[config.mk]
export PLATFORM = sky130hd
export DESIGN_NAME = inst_cache
export DESIGN_NICKNAME = d
export VERILOG_FILES = /design/src/rtl/inst_cache.sv
export SDC_FILE = /design/constraint.sdc
export NUM_CORES = 2
export LEC_CHECK = 0
export CAP_MARGIN = 20
export CORE_MARGIN = 1.5
export CORE_UTILIZATION = 45
export DETAILED_ROUTE_END_ITERATION = 6
export HOLD_SLACK_MARGIN = 0.08
export PLACE_DENSITY_LB_ADDON = 0.3
export SLEW_MARGIN = 30
export SYNTH_ARGS = -nofsm -noshare
export SYNTH_HDL_FRONTEND = slang
export SYNTH_SLANG_ARGS = --single-unit
[constraint.sdc]
create_clock -name clk -period 8.9 [get_ports clk]
set_input_delay 2.67 -clock clk [delete_from_list [all_inputs] [get_ports clk]]
set_output_delay 2.67 -clock clk [all_outputs]
set_load 0.01 [all_outputs]
[src/rtl/inst_cache.sv]
// Direct-mapped read-only instruction cache with word-at-a-time refill.
// Define ICACHE_PERF_EN to add the hitCount/missCount performance counters.
module inst_cache #(
  parameter int LINES = 16,
  parameter int WORDS = 4
) (
  input  logic        clk,
  input  logic        rst,
  input  logic [31:0] imemAddr,
  output logic [31:0] imemData,
  output logic        imemStall,
  input  logic        flush,
  output logic        memReq,
  output logic [31:0] memAddr,
  input  logic        memReady,
  input  logic        memRvalid,
  input  logic [31:0] memRdata
`ifdef ICACHE_PERF_EN
  ,
  output logic [31:0] hitCount,
  output logic [31:0] missCount
`endif
);

  localparam int WB = $clog2(WORDS);
  localparam int IB = $clog2(LINES);
  localparam int TW = 32 - IB - WB - 2;
  localparam logic [31:0]   NOP    = 32'h0000_0013;
  localparam logic [WB-1:0] K_LAST = WB'(WORDS - 1);

  typedef enum logic [1:0] {IDLE = 2'd0, REQ = 2'd1, WAIT = 2'd2} state_t;

  state_t          state_r, state_nxt_s;
  logic [LINES-1:0] valid_r;
  logic [TW-1:0]   tag_arr_r [LINES];
  logic [31:0]     data_arr_r [LINES][WORDS];
  logic [WB-1:0]   k_r;
  logic [IB-1:0]   line_r;
  logic            flush_pend_r;
  logic            mem_req_r;
  logic [31:0]     mem_addr_r;

  logic [WB-1:0]   word_s;
  logic [IB-1:0]   idx_s;
  logic [TW-1:0]   tag_s;
  logic [31:0]     base_s;
  logic            hit_s, miss_s, rsp_s, last_s;
  logic            unused_addr_s;

  assign word_s        = imemAddr[WB+1:2];
  assign idx_s         = imemAddr[IB+WB+1:WB+2];
  assign tag_s         = imemAddr[31:IB+WB+2];
  assign base_s        = {imemAddr[31:WB+2], {(WB+2){1'b0}}};
  assign unused_addr_s = ^imemAddr[1:0];

  assign hit_s  = (state_r == IDLE) && valid_r[idx_s] && (tag_arr_r[idx_s] == tag_s);
  assign miss_s = (state_r == IDLE) && !hit_s;
  assign rsp_s  = (state_r == WAIT) && memRvalid;
  assign last_s = (k_r == K_LAST);

  assign imemStall = !hit_s;
  assign imemData  = hit_s ? data_arr_r[idx_s][word_s] : NOP;
  assign memReq    = mem_req_r;
  assign memAddr   = mem_addr_r;

  // Next-state logic of the refill sequencer.
  always_comb begin
    state_nxt_s = state_r;
    case (state_r)
      IDLE:    state_nxt_s = miss_s ? REQ : IDLE;
      REQ:     state_nxt_s = memReady ? WAIT : REQ;
      WAIT: begin
        if (memRvalid) begin
          state_nxt_s = last_s ? IDLE : REQ;
        end else begin
          state_nxt_s = WAIT;
        end
      end
      default: state_nxt_s = IDLE;
    endcase
  end

  // Sequencer state, request outputs, valid bits and deferred flush.
  always_ff @(posedge clk) begin
    if (rst) begin
      state_r      <= IDLE;
      valid_r      <= {LINES{1'b0}};
      k_r          <= {WB{1'b0}};
      line_r       <= {IB{1'b0}};
      flush_pend_r <= 1'b0;
      mem_req_r    <= 1'b0;
      mem_addr_r   <= 32'h0000_0000;
    end else begin
      state_r   <= state_nxt_s;
      mem_req_r <= (state_nxt_s == REQ);
      case (state_r)
        IDLE: begin
          flush_pend_r <= 1'b0;
          if (miss_s) begin
            line_r     <= idx_s;
            k_r        <= {WB{1'b0}};
            mem_addr_r <= base_s;
          end
          // Flush wins over the single-line invalidate of a refill start.
          if (flush) begin
            valid_r <= {LINES{1'b0}};
          end else if (miss_s) begin
            valid_r[idx_s] <= 1'b0;
          end
        end
        REQ: begin
          if (flush) flush_pend_r <= 1'b1;
        end
        WAIT: begin
          if (rsp_s && last_s) begin
            flush_pend_r <= 1'b0;
            if (flush_pend_r || flush) begin
              valid_r <= {LINES{1'b0}};
            end else begin
              valid_r[line_r] <= 1'b1;
            end
          end else if (rsp_s) begin
            k_r          <= k_r + WB'(1);
            mem_addr_r   <= mem_addr_r + 32'd4;
            flush_pend_r <= flush_pend_r || flush;
          end else if (flush) begin
            flush_pend_r <= 1'b1;
          end
        end
        default: flush_pend_r <= 1'b0;
      endcase
    end
  end

  // Tag and data storage; intentionally not reset.
  always_ff @(posedge clk) begin
    if (!rst) begin
      if (miss_s) tag_arr_r[idx_s] <= tag_s;
      if (rsp_s) data_arr_r[line_r][k_r] <= memRdata;
    end
  end

`ifdef ICACHE_PERF_EN
  logic [31:0] hit_cnt_r, miss_cnt_r;

  assign hitCount  = hit_cnt_r;
  assign missCount = miss_cnt_r;

  // Free-running hit/miss counters; flush leaves them alone.
  always_ff @(posedge clk) begin
    if (rst) begin
      hit_cnt_r  <= 32'd0;
      miss_cnt_r <= 32'd0;
    end else begin
      if (hit_s)  hit_cnt_r  <= hit_cnt_r + 32'd1;
      if (miss_s) miss_cnt_r <= miss_cnt_r + 32'd1;
    end
  end
`endif

endmodule

==> flow_metrics.py <==
metrics = {
    "outcome": {
        "status": "finished clean",
    },
    "critical_path": {
        "worstSetupStartpointType": "input pin",
        "cp_max_fo": 14,
        "crit_arrival_ns": 6.16,
        "endpoint_kind": "primary output",
        "critPathKind": "input pin to primary output",
        "critPathRequiredTime_ns": 6.23,
    },
    "floorplan": {
        "dieArea_sq_um": 218000,
        "rows": 170,
        "die_h_um": 467,
        "core-area_sq_um": 214000,
        "io_pins": 135,
        "fp.dieW_um": 467,
        "initial_core_util": 0.452,
    },
    "routing": {
        "drt_iter0_markers": 4743,
        "vias": 45940,
        "totalWireLength_um": 232000,
        "ant_nets": 0,
        "wire_per_inst_um": 30.4,
        "vias_per_cell": 6.01,
        "drtPass1Iterations": 7,
        "drc": 0,
    },
    "yosys": {
        "synth_edf_count": 2432,
        "synth_cells": 4182,
        "ys_seq_area_frac": 0.766,
        "ys_ff_latch": 2488,
        "avgSynthCellArea_sq_um": 23.1,
        "synth_simple_gate_area_frac": 0.0180,
        "synthArstFlopShare": 0,
        "synthDistinctLibCells": 69,
        "synth_top_family_by_area": "multiplexers",
        "synth_warnings": 0,
        "synthMuxAreaShare": 0.185,
        "synth_ff_type": "edfxtp_1",
        "synth_compound_area_frac": 0.0146,
        "synth_xor_area_frac": 0.00217,
        "synth-adder-area-share": 0.00116,
        "syn_area_sq_um": 96800,
    },
    "finish": {
        "nets": 4664,
        "fill_cells": 16234,
        "area_growth_pct": 15.6,
        "drive_above_1_share": 0.324,
        "final_area_sq_um": 112000,
        "final_util": 0.522,
    },
    "clock_network": {
        "clock-sinks": 2488,
        "path_clk_slew_ns": 0.06,
        "htree_levels": 4,
        "worstSkewPairLatency_ns": 0.88,
        "cts_buffer_depth": 3,
        "root_buffer": "clkbuf_16",
        "cts_tree": "yes",
        "cts_made_buffers": 239,
    },
    "sta": {
        "post-route-period-util": 0.992,
        "fin_setup_tns_ns": 0,
        "slew_viol_final": 0,
        "setup_slack_ns": 0.0699,
        "tightest_slew_ns": 1.03,
        "fin_skew_ns": 0.0479,
        "final_hold_viol_count": 0,
        "slew_headroom": 0.314,
        "fmax_ghz": 0.113,
        "setup_viol": 0,
        "timing.final.crit_period_ns": 8.83,
        "rsz0062_at_grt": "no",
    },
    "placed_design": {
        "placed_cell_area_sq_um": 104000,
        "gp_congestion": 0.828,
        "hpwl_um": 135000,
        "pre_cts_ws_ns": -0.168,
        "io_buffers": 130,
    },
    "pwr": {
        "p_leak_uw": 0.0353,
        "finalPower_uw": 24500,
        "ir_worst_vdd_uv": 236,
        "p_per_area_nw_per_um2": 219,
    },
    "hold_path": {
        "hold_path_class": "flip-flop to flip-flop",
    },
    "global_routing": {
        "grt_max_degree": 106,
        "groute.usage.overall": 0.213,
        "grt_pass1_vias": 46543,
        "antenna_found_initial": 26,
        "grt_pass1_wl_um": 334000,
        "overflow": 0,
    },
    "run": {
        "maxCapViolCount": 0,
    },
}
[routing by layer]
layer,vias to the layer above,wire length [um],track usage
met3,315,16400,0.0373
met5,-,40,0
met4,6,4620,0.0493
met2,1771,116000,0.354
li1,18817,-,-
met1,25031,94500,0.297
[kinds of logic (layout without fill, tap and decap cells)]
logic type,Yosys count,in the layout
simple gates,364,364
mux,829,829
flops,2488,2488
buf+inv,275,888
compound gates,192,192
fa+ha+maj,9,9
other cells,1,7
xor+xnor,24,24
[worst paths after layout]
check                                        from               to  slack, ns  depth (start not counted)
worst max-delay path                  imemAddr[5]      imemData[1]       0.07                         13
worst min-delay path                  valid_r[14]      valid_r[14]       0.49                          2
worst max register to register  tag_arr_r[15][21]  tag_arr_r[8][6]       4.17                         13
worst min register to register        valid_r[14]      valid_r[14]       0.49                          2
[state kept, by name (all words and copies together) (netlist names)]
signal	count
data_arr_r	2048
flush_pend_r	1
k_r	2
line_r	4
memAddr	30
memReq	1
state_r	2
tag_arr_r	384
valid_r	16
[layout by cell type (no fill, tap or decap), drive strengths merged, types with 11 or more instances in the layout]
cell type / instances
a31oi: 13
nand4: 17
xor2: 11
bufinv: 33
and3: 20
buf: 305
nor4: 14
nand3: 41
clkinv: 126
a21oi: 29
nor2b: 41
o21ai: 36
nand2: 104
mux4: 769
inv: 43
o221ai: 18
dlymetal6s2s: 31
xnor2: 13
clkdlybuf4s50: 59
nor3: 21
o22ai: 12
mux2i: 50
edfxtp: 2432
dfxtp: 56
nor2: 85
clkbuf: 283
[critical path: stages]
cell and delay [ns]:
buf_12 0.19, buf_12 0.16, mux4_2 0.50, mux2i_2 0.20, or3_1 0.15, nand4_1 0.13, a2111oi_2 0.39, nand4_1 0.20
or4_4 0.59, buf_12 0.18, buf_12 0.17, or2_2 0.29, dlygate4sd2_1 0.29
[synth_stat cells, types with 3 or more instances]
master	instances	area (sq um)
o21ai_0	35	175
nand3_1	41	205
a31oi_1	13	81.3
edfxtp_1	2432	73000
nor3_1	21	105
dfxtp_1	56	1120
o311ai_1	5	43.8
a221oi_1	3	26.3
a211oi_1	3	22.5
or3_1	3	18.8
buf_6	7	78.8
nand4_1	17	106
or2_2	4	25.0
xnor2_1	13	114
mux4_2	769	17300
nor2b_1	41	257
buf_4	13	97.6
o32ai_1	9	78.8
nor2_1	85	319
nand2_1	104	390
nand2b_1	4	25.0
o22ai_1	12	75.1
ha_1	9	113
xor2_1	11	96.3
inv_1	38	143
o221ai_1	18	158
a2bb2oi_1	4	35.0
buf_1	20	75.1
a311o_1	7	70.1
and3_1	20	125
mux2_2	10	113
a22oi_1	4	30.0
buf_2	63	315
nor4_1	14	87.6
clkbuf_1	132	495
o2111ai_1	3	26.3
a21oi_1	29	145
mux2i_1	50	500
and2_1	3	18.8
a211oi_2	7	87.6
o211a_1	6	60.1
a31o_2	7	61.3
[through the flow]
stage	hold slack, ns	std cells
after floorplan	0.449	4183
after global placement	0.461	7179
after detailed placement	0.473	7179
after CTS	0.487	7632
after global routing	0.512	7637
final	0.494	7639
[final cells by class]
type	instances	area, sq um	share of cell area
Sequential cell	2488	74200	0.663
Tap cell	2838	3550	0.0317
Timing Repair Buffer	397	3970	0.0355
Clock buffer	282	6160	0.0551
Inverter	40	158	0.00141
Multi-Input combinational cell	1420	22100	0.197
Clock inverter	169	1820	0.0162
Antenna cell	5	12.5	0.000112
[where the power goes]
part | internal [uW] | total, uW | leakage, uW | switching [uW]
Clock | 5900 | 10300 | 0.00390 | 4350
Sequential | 12900 | 12900 | 0.0223 | 33.7
Combinational | 576 | 1330 | 0.00906 | 758
Total | 19400 | 24500 | 0.0353 | 5140
[what timing repair did]
action                                  in CTS  in global routing
hold endpoints to repair                     0                  0
pin swaps                                    1                  2
buffers inserted                             2                  1
cloned                                       0                  1
gates resized for setup                     10                 38
hold buffers                                 0                  0
endpoints found under the setup margin      33                 33
Note: power is estimated with default switching activity, not from simulation.
